**src/rtl/nibble_serial_adder.sv**
```systemverilog
// Multi-cycle W-bit adder/subtractor: one nibble pair per clock through a single
// 4-bit adder slice, carry chained through a register, DONE pulses when complete.

module adder_4 (
    input  logic [3:0] a,
    input  logic [3:0] b,
    input  logic       cin,
    output logic [3:0] sum,
    output logic       cout
);
    logic [4:0] full;

    assign full = {1'b0, a} + {1'b0, b} + {4'b0000, cin};
    assign sum  = full[3:0];
    assign cout = full[4];
endmodule

// state  | meaning
// IDLE   | waiting for START, results held
// RUN    | one nibble processed per edge, BUSY high
// DONE_S | one-cycle completion pulse, START accepted as in IDLE
module nibble_serial_adder #(
    parameter int NIBBLES = 4
) (
    input  logic                   CLK,
    input  logic                   RST_N,
    input  logic                   START,
    input  logic                   SUB,
    input  logic                   CIN,
    input  logic [4*NIBBLES-1:0]   A,
    input  logic [4*NIBBLES-1:0]   B,
    output logic                   BUSY,
    output logic                   DONE,
    output logic [4*NIBBLES-1:0]   SUM,
    output logic                   COUT,
    output logic                   OVF,
    output logic                   ZERO
);
    localparam int W  = 4 * NIBBLES;
    localparam int CW = (NIBBLES > 1) ? $clog2(NIBBLES) : 1;

    typedef enum logic [1:0] {
        IDLE   = 2'd0,
        RUN    = 2'd1,
        DONE_S = 2'd2
    } state_t;

    state_t          state_q, state_d;
    logic [CW-1:0]   cnt_q, cnt_d;
    logic            carry_q, carry_d;
    logic [W-1:0]    opa_q, opa_d;
    logic [W-1:0]    opb_q, opb_d;
    logic [W-1:0]    sum_q, sum_d;
    logic            cout_q, cout_d;
    logic            ovf_q, ovf_d;
    logic            zero_q, zero_d;

    logic [3:0]      add_a, add_b, add_sum;
    logic            add_cout;
    logic            last_nib;

    assign add_a    = opa_q[{cnt_q, 2'b00} +: 4];
    assign add_b    = opb_q[{cnt_q, 2'b00} +: 4];
    assign last_nib = (cnt_q == CW'(NIBBLES - 1));

    adder_4 u_adder_4 (
        .a    (add_a),
        .b    (add_b),
        .cin  (carry_q),
        .sum  (add_sum),
        .cout (add_cout)
    );

    always_comb begin
        state_d = state_q;
        cnt_d   = cnt_q;
        carry_d = carry_q;
        opa_d   = opa_q;
        opb_d   = opb_q;
        sum_d   = sum_q;
        cout_d  = cout_q;
        ovf_d   = ovf_q;
        zero_d  = zero_q;

        case (state_q)
            IDLE, DONE_S: begin
                if (START) begin
                    // subtraction is A + ~B + 1, so the borrow-free case reports COUT=1
                    opa_d   = A;
                    opb_d   = SUB ? ~B : B;
                    carry_d = SUB ? 1'b1 : CIN;
                    cnt_d   = '0;
                    sum_d   = '0;
                    state_d = RUN;
                end else begin
                    state_d = IDLE;
                end
            end
            RUN: begin
                sum_d[{cnt_q, 2'b00} +: 4] = add_sum;
                carry_d = add_cout;
                cnt_d   = cnt_q + 1'b1;
                if (last_nib) begin
                    cout_d  = add_cout;
                    ovf_d   = (opa_q[W-1] == opb_q[W-1]) && (add_sum[3] != opa_q[W-1]);
                    zero_d  = (sum_d == '0);
                    state_d = DONE_S;
                end
            end
            default: state_d = IDLE;
        endcase
    end

    always_ff @(posedge CLK or negedge RST_N) begin
        if (!RST_N) begin
            state_q <= IDLE;
            cnt_q   <= '0;
            carry_q <= 1'b0;
            opa_q   <= '0;
            opb_q   <= '0;
            sum_q   <= '0;
            cout_q  <= 1'b0;
            ovf_q   <= 1'b0;
            zero_q  <= 1'b0;
        end else begin
            state_q <= state_d;
            cnt_q   <= cnt_d;
            carry_q <= carry_d;
            opa_q   <= opa_d;
            opb_q   <= opb_d;
            sum_q   <= sum_d;
            cout_q  <= cout_d;
            ovf_q   <= ovf_d;
            zero_q  <= zero_d;
        end
    end

    assign BUSY = (state_q == RUN);
    assign DONE = (state_q == DONE_S);
    assign SUM  = sum_q;
    assign COUT = cout_q;
    assign OVF  = ovf_q;
    assign ZERO = zero_q;
endmodule

```
**config.mk**
```make
export PLATFORM = sky130hd
export DESIGN_NAME = nibble_serial_adder
export DESIGN_NICKNAME = d
export VERILOG_FILES = /design/src/rtl/nibble_serial_adder.sv
export SDC_FILE = /design/constraint.sdc
export NUM_CORES = 1
export LEC_CHECK = 0
export ABC_AREA = 0
export BUFFER_PORTS_ARGS = -buffer_cell sky130_fd_sc_hd__buf_4
export CORE_MARGIN = 5
export CORE_UTILIZATION = 40
export CTS_CLUSTER_SIZE = 30
export DETAILED_ROUTE_END_ITERATION = 6
export SLEW_MARGIN = 20
export SYNTH_ARGS = -nofsm -noshare
export SYNTH_HDL_FRONTEND = slang
export SYNTH_SLANG_ARGS = --single-unit
```
**constraint.sdc**
```tcl
create_clock -name CLK -period 9 [get_ports CLK]
set_input_delay 1.35 -clock CLK [delete_from_list [all_inputs] [get_ports CLK]]
set_output_delay 1.35 -clock CLK [all_outputs]
set_load 0.02 [all_outputs]
```
==> metrics.csv, run 1 <==
metric,value,unit
run_status,"finished, final reports clean",
finish.net_count,375,
syn_area,2810,um2
slew_violations,0,
cell_type_with_the_highest_aggregate_area_in_the_netlist,dfrtp_1,
numCtsBuffers,5,
rsz_0062_raised_after_global_routing,false,
worst-path-max-fanout,18,
mappedNetlistNets,322,
largest_net_degree_at_the_start_of_global_routing,57,
portBuffers,57,
cts-htree-levels,2,
pwr-share-seq,34.5,%
dpl.hpwl,4620,um
finalSetupViolCount,0,
drt_pass1_iterations,4,
crit_path_start_kind,flop,
detail_route.drc_violations,0,
grt_first_pass_wirelength,10500,um
instances_no_fill,424,
num_clock_sinks,56,
ant_nets,0,
clkLatencyLatePin,0.31,ns
cts_setup_buffers,0,
setup.worst_path.end_class,flop,
timing.final.hold_violations,0,
postSynthRegisterBits,56,
detailedRoute.firstIterationViolations,68,
post_drt_wl_per_cell,14.4,um
cp_slowest_stage_delay,0.86,ns
power.static_leakage,1.68,nW
clock-skew-final,0.00626,ns
place_congestion,0.822,
highest_delay_cell_along_the_critical_path,dfrtp_1,
critical_path_class,reg2reg,
routed_wl,6120,um
timing.slew.headroom,48.5,%
floorplan.io_pins,58,
post_cts_gate_resize_count,0,
layout_worst_path_cycle_share,36.0,%
netlist_top_cells_area,"dfrtp_1, nand2_1, mux4_2",
max-cap-violations,0,
root_buffer,clkbuf_8,
cellInternalPower,0.746,mW
hp-class,reg2reg,
remaining_global_route_overflow,0,
grt_pass1_vias,2098,
cp.buffers_inverters,2,
synth_area_per_cell,10.3,um2
design.die.area,8800,um2
power.share.switching,44.3,%
clockPowerShare,10.5,%
max_freq,0.309,GHz
ys_types,32,
tritoncts_clock_tree,done,
die_width,93.8,um
vias,2087,
floorplan.rows,30,
fillCellCount,690,
holdBufCountCts,0,
fraction_of_final_layout_cells_sized_beyond_drive_strength_1,23.5,%
comb_power_share,55.1,%
clk_pin_slew,0.09,ns
synth_warnings,0,
design.core.area,6830,um2
antenna_found_initial,0,
crit_path_required_time,9.20,ns
power_density,392,nW/um2
number_of_vias_per_cell_after_detailed_routing,4.92,
area_grow_syn2layout,21.4,%
antenna_cells_inserted,0,
placed_cells_incl_taps,416,
crit_chain,mux4_2 > fa_1 > inv_1 > fa_1 > inv_1 > a21oi_1 > o21ai_1 > a2111oi_2 > a32o_1,
height_of_the_die,93.8,um
timing.critical_path.max_delay_family,adder cells,
initial_utilization,41.1,%
synth-seq-area-share,49.9,%
synth_top_area_share,49.9,%
clockBufferDepth,2,
total_negative_slack_for_setup_checks,0,ns
netlist_instances,274,
critical_path_arrival,3.44,ns
timing.final.crit_period,3.24,ns
switching_power,0.593,mW
peakVddDrop,206,uV
tightestPinTransition,0.773,ns
track_usage,15.2,%
[Yosys cell counts]
cell type / count
and3b_1: 1
nand2b_1: 2
buf_1: 1
o211ai_1: 1
ha_1: 9
nor3_1: 3
a32o_1: 3
dfrtp_1: 56
nor3_2: 1
or2b_1: 1
xnor2_1: 18
o21ai_1: 2
mux2i_1: 1
buf_2: 4
a2111oi_2: 1
a22o_1: 13
nor4_1: 3
a21o_1: 2
o22ai_1: 1
o21ai_0: 24
inv_1: 9
fa_1: 2
nor2b_1: 3
and2_1: 2
a31oi_1: 2
a21oi_1: 6
and4bb_1: 3
nand3b_1: 1
nor2_1: 7
clkbuf_1: 8
nand2_1: 76
mux4_2: 8
[cell usage in the layout (no fill, tap or decap), drive strengths merged]
master	netlist	routed
o211ai	1	1
a32o	3	3
clkbuf	8	6
and3b	1	1
and2	2	2
mux2i	1	1
a31oi	2	2
a22o	13	13
clkinv	0	2
dfrtp	56	56
fa	2	2
nor4	3	3
nand2	76	76
xnor2	18	18
a21oi	6	6
nor2b	3	3
a21o	2	2
nor3	4	4
nor2	7	7
o21ai	26	26
o22ai	1	1
mux4	8	8
and4bb	3	3
nand2b	2	2
buf	5	59
a2111oi	1	1
or2b	1	1
ha	9	9
inv	9	9
nand3b	1	1
[registers in the layout (all words and copies together), names as in the netlist]
| register | count |
|---|---|
| opb_q | 16 |
| state_q | 2 |
| COUT | 1 |
| cnt_q | 2 |
| OVF | 1 |
| carry_q | 1 |
| ZERO | 1 |
| opa_q | 16 |
| SUM | 16 |
[path summary, 6_finish.rpt]
path	from	slack, ns	depth (start not counted)	to
max in group asynchronous	RST_N	7.47	1	opb_q[12]$_DFFE_PN0P_
hold reg to reg	opb_q[12]$_DFFE_PN0P_	0.48	2	opb_q[12]$_DFFE_PN0P_
setup / recovery	cnt_q[0]$_DFFE_PN0P_	5.76	9	ZERO$_DFFE_PN0P_
setup reg to reg	cnt_q[0]$_DFFE_PN0P_	5.76	9	ZERO$_DFFE_PN0P_
min in group asynchronous	RST_N	1.09	1	state_q[0]$_DFFE_PN0P_
hold / removal	opb_q[12]$_DFFE_PN0P_	0.48	2	opb_q[12]$_DFFE_PN0P_
[power by group through the flow]
stage               clock network [mW]  logic (mW)  registers [mW]
floorplan                            0       0.513           0.464
global placement                     0       0.734           0.470
detailed placement                   0       0.746           0.471
CTS                              0.145       0.748           0.465
global route                     0.157       0.823           0.480
finish                           0.140       0.737           0.461
[per-layer routing]
layer / vias up / part of all wire, % / GRT usage (%)
li1: 1038 / - / -
met1: 992 / 46 / 20.3
met2: 50 / 48 / 24.5
met3: 7 / 4.5 / 3.69
met4: 0 / 1.4 / 4.09
met5: - / 0 / 0
[through the flow]
step	total power, mW	area [um2]	worst slack (ns)	utilization [%]	hold WS [ns]
2_1_floorplan	0.977	2810	6.09	-	0.440
3_3_place_gp	1.20	3320	5.81	48.6	0.454
3_5_place_dp	1.22	3320	5.73	48.6	0.466
4_1_cts	1.36	3410	5.73	49.9	0.490
5_1_grt	1.46	3410	5.49	49.9	0.502
6_report	1.34	3410	5.76	49.9	0.485
[worst register-to-register path, stage by stage (launching register included)]
cell       delay [ns]
dfrtp_1          0.86
mux4_2           0.63
fa_1             0.43
inv_1            0.08
fa_1             0.44
inv_1            0.17
a21oi_1          0.09
o21ai_1          0.15
a2111oi_2        0.07
a32o_1           0.24
[layout make-up]
class                   instances  area (um2)  share of cell area, %
inverters                       9        33.8                  0.990
clock inverters                 2        10.0                  0.293
repair buffers                 59         443                   13.0
flip-flops and latches         56        1400                   41.1
multi-input cells             196        1320                   38.7
clock buffers                   6        82.6                   2.42
well taps                      96         120                   3.52
[cells by family (layout without fill, tap and decap cells)]
| family | Yosys count | after routing | share of synthesized area, % |
|---|---|---|---|
| adders and majority gates | 11 | 11 | 5.43 |
| xor gates and xnor gates | 18 | 18 | 5.61 |
| DFF | 56 | 56 | 49.9 |
| muxes | 9 | 9 | 6.77 |
| buffers and inverters | 22 | 76 | 3.12 |
| and+or+nand+nor | 103 | 103 | 16.4 |
| AOI/OAI and AO/OA | 55 | 55 | 12.8 |
Note: power is estimated with default switching activity, not from simulation.
==> run 2: changes to the inputs <==
clock period = 3 ns   (was 9 ns; I/O delays follow)
==> metrics.csv, run 2 (synthesis gave the netlist of run 1 again) <==
metric,value,unit,change
cts-htree-levels,2,,unchanged
detailedRoute.firstIterationViolations,64,,-5.9%
cts_setup_buffers,0,,unchanged
root_buffer,clkbuf_8,,
crit_path_start_kind,flop,,
place_congestion,0.865,,+5.2%
max-cap-violations,0,,unchanged
grt_first_pass_wirelength,10400,um,-0.46%
grt_pass1_vias,2140,,+2.0%
global_route.peak_usage_layer,met2,,
fraction_of_final_layout_cells_sized_beyond_drive_strength_1,24.4,%,+0.92 points
max_freq,0.364,GHz,+18%
clkLatencyLatePin,0.31,ns,about the same
run_status,"finished, final reports clean",,
worst_hold_slack,0.187,ns,-0.298 ns
critical_path_class,reg2reg,,
layout_worst_path_cycle_share,91.6,%,+56 points
numCtsBuffers,5,,unchanged
portBuffers,57,,unchanged
placed_cells_incl_taps,420,,+0.96%
cp.buffers_inverters,2,,unchanged
design.die.area,8800,um2,unchanged
vias,2101,,+0.67%
p_total,4.15,mW,+210%
switching_power,1.83,mW,+210%
fillCellCount,678,,-1.7%
timing.final.hold_violations,0,,unchanged
post_cts_gate_resize_count,0,,unchanged
ant_nets,0,,unchanged
floorplan.io_pins,58,,unchanged
multi_input_comb_area,1320,um2,unchanged
power.share.switching,44.1,%,-0.21 points
comb_power_share,57.6,%,+2.5 points
cellInternalPower,2.32,mW,+210%
cp_slowest_stage_delay,0.54,ns,-0.32 ns
met2_demand_to_capacity_share_in_global_routing,25.4,%,+0.89 points
power.static_leakage,1.70,nW,+1.2%
floorplan.rows,30,,unchanged
instances_no_fill,428,,+0.94%
clockBufferDepth,2,,unchanged
finalSetupViolCount,0,,unchanged
timing.critical_path.max_delay_family,adder cells,,
finish.net_count,379,,+1.1%
gr-usage-met1,20.1,%,-0.22 points
remaining_global_route_overflow,0,,unchanged
worst-path-max-fanout,5,,-13
power_density,1200,nW/um2,+210%
crit_chain,mux4_2 > fa_1 > inv_1 > fa_1 > inv_1 > a21oi_1 > o21ai_1 > a2111oi_2 > a32o_1,,
num_clock_sinks,56,,unchanged
initial_utilization,41.1,%,unchanged
antenna_cells_inserted,0,,unchanged
track_usage,15.2,%,+0.048 points
routed_wl,6400,um,+4.6%
largest_net_degree_at_the_start_of_global_routing,57,,unchanged
slew_violations,0,,unchanged
die_width,93.8,um,unchanged
drt_pass1_iterations,4,,unchanged
layout_commonest_cell,nand2_1,,
total_negative_slack_for_setup_checks,0,ns,unchanged
most-common-layout-cells,"nand2_1, buf_4, dfrtp_1",,
height_of_the_die,93.8,um,unchanged
clock-skew-final,0.00408,ns,-0.00218 ns
area_grow_syn2layout,22.6,%,
highest_delay_cell_along_the_critical_path,mux4_2,,
design.core.area,6830,um2,unchanged
post_drt_wl_per_cell,15.0,um,+3.6%
timing.final.crit_period,2.75,ns,-0.492 ns
tritoncts_clock_tree,done,,
seq_area,1400,um2,unchanged
holdBufCountCts,0,,unchanged
timing.slew.headroom,53.6,%,+5.2 points
postLayoutCoreUtil,50.4,%,+0.49 points
antenna_found_initial,0,,unchanged
critical_path_arrival,2.95,ns,-0.49 ns
detail_route.drc_violations,0,,unchanged
dpl.hpwl,4760,um,+3.0%
setup.worst_path.end_class,flop,,
hp-class,in2async,,
pwr-share-seq,31.9,%,-2.6 points
grt.met3_usage,3.21,%,-0.48 points
rsz_0062_raised_after_global_routing,false,,
clk_pin_slew,0.10,ns,about the same
peakVddDrop,518,uV,+150%
clockPowerShare,10.5,%,about the same
crit_path_required_time,3.21,ns,-5.99 ns
tightestPinTransition,0.695,ns,-0.0776 ns
number_of_vias_per_cell_after_detailed_routing,4.91,,-0.27%
run 2: changes by cell type in the layout (fill, tap and decap cells not counted), sizes merged:
cell	previous run	this run
inv	9	10
buf	59	63
clkinv	2	1
run 2: cell type report:
cell class / count / area share (%)
Clock buffer: 6 / 2.40
Clock inverter: 2 / 0.399
Inverter: 9 / 0.980
Multi-Input combinational cell: 196 / 38.3
Sequential cell: 56 / 40.7
Tap cell: 96 / 3.49
Timing Repair Buffer: 63 / 13.7
run 2: metrics by stage:
| stage | cell area (um2) | worst slack, ns |
|---|---|---|
| 2_1_floorplan | 2810 | 0.0906 |
| 3_3_place_gp | 3350 | 0.297 |
| 3_5_place_dp | 3350 | 0.246 |
| 4_1_cts | 3450 | 0.231 |
| 5_1_grt | 3450 | 0.0975 |
| 6_report | 3450 | 0.252 |
run 2: final timing paths:
kind	startpoint	to	slack [ns]	cells after the start
setup reg to reg	cnt_q[0]$_DFFE_PN0P_	ZERO$_DFFE_PN0P_	0.25	9
setup / recovery	cnt_q[0]$_DFFE_PN0P_	ZERO$_DFFE_PN0P_	0.25	9
hold reg to reg	opa_q[12]$_DFFE_PN0P_	opa_q[12]$_DFFE_PN0P_	0.48	2
hold / removal	RST_N	SUM[13]$_DFFE_PN0P_	0.19	1
max in group asynchronous	RST_N	opb_q[0]$_DFFE_PN0P_	2.37	1
min in group CLK	A[10]	opa_q[10]$_DFFE_PN0P_	0.32	3
run 2: metal layers:
layer	share of wire (%)	vias up
met5	0	-
met4	0.89	0
met1	46	994
met3	4.2	5
met2	49	47
li1	-	1055
run 2: worst register-to-register path, delay by kind of cell (launching register included):
| family | cells | cell delay [ns] |
|---|---|---|
| AO/OA/AOI/OAI | 4 | 0.56 |
| adder cells (fa/ha/maj) | 2 | 0.84 |
| multiplexers | 1 | 0.54 |
| buffers and inverters | 2 | 0.25 |
| flip-flops | 1 | 0.45 |
run 2: power groups by stage:
stage | clock network [mW] | registers, mW | logic, mW
final | 0.437 | 1.32 | 2.39
after global routing | 0.488 | 1.38 | 2.66
after CTS | 0.455 | 1.33 | 2.43
after detailed placement | 0 | 1.34 | 2.42
after global placement | 0 | 1.33 | 2.37
after floorplan | 0 | 1.39 | 1.54
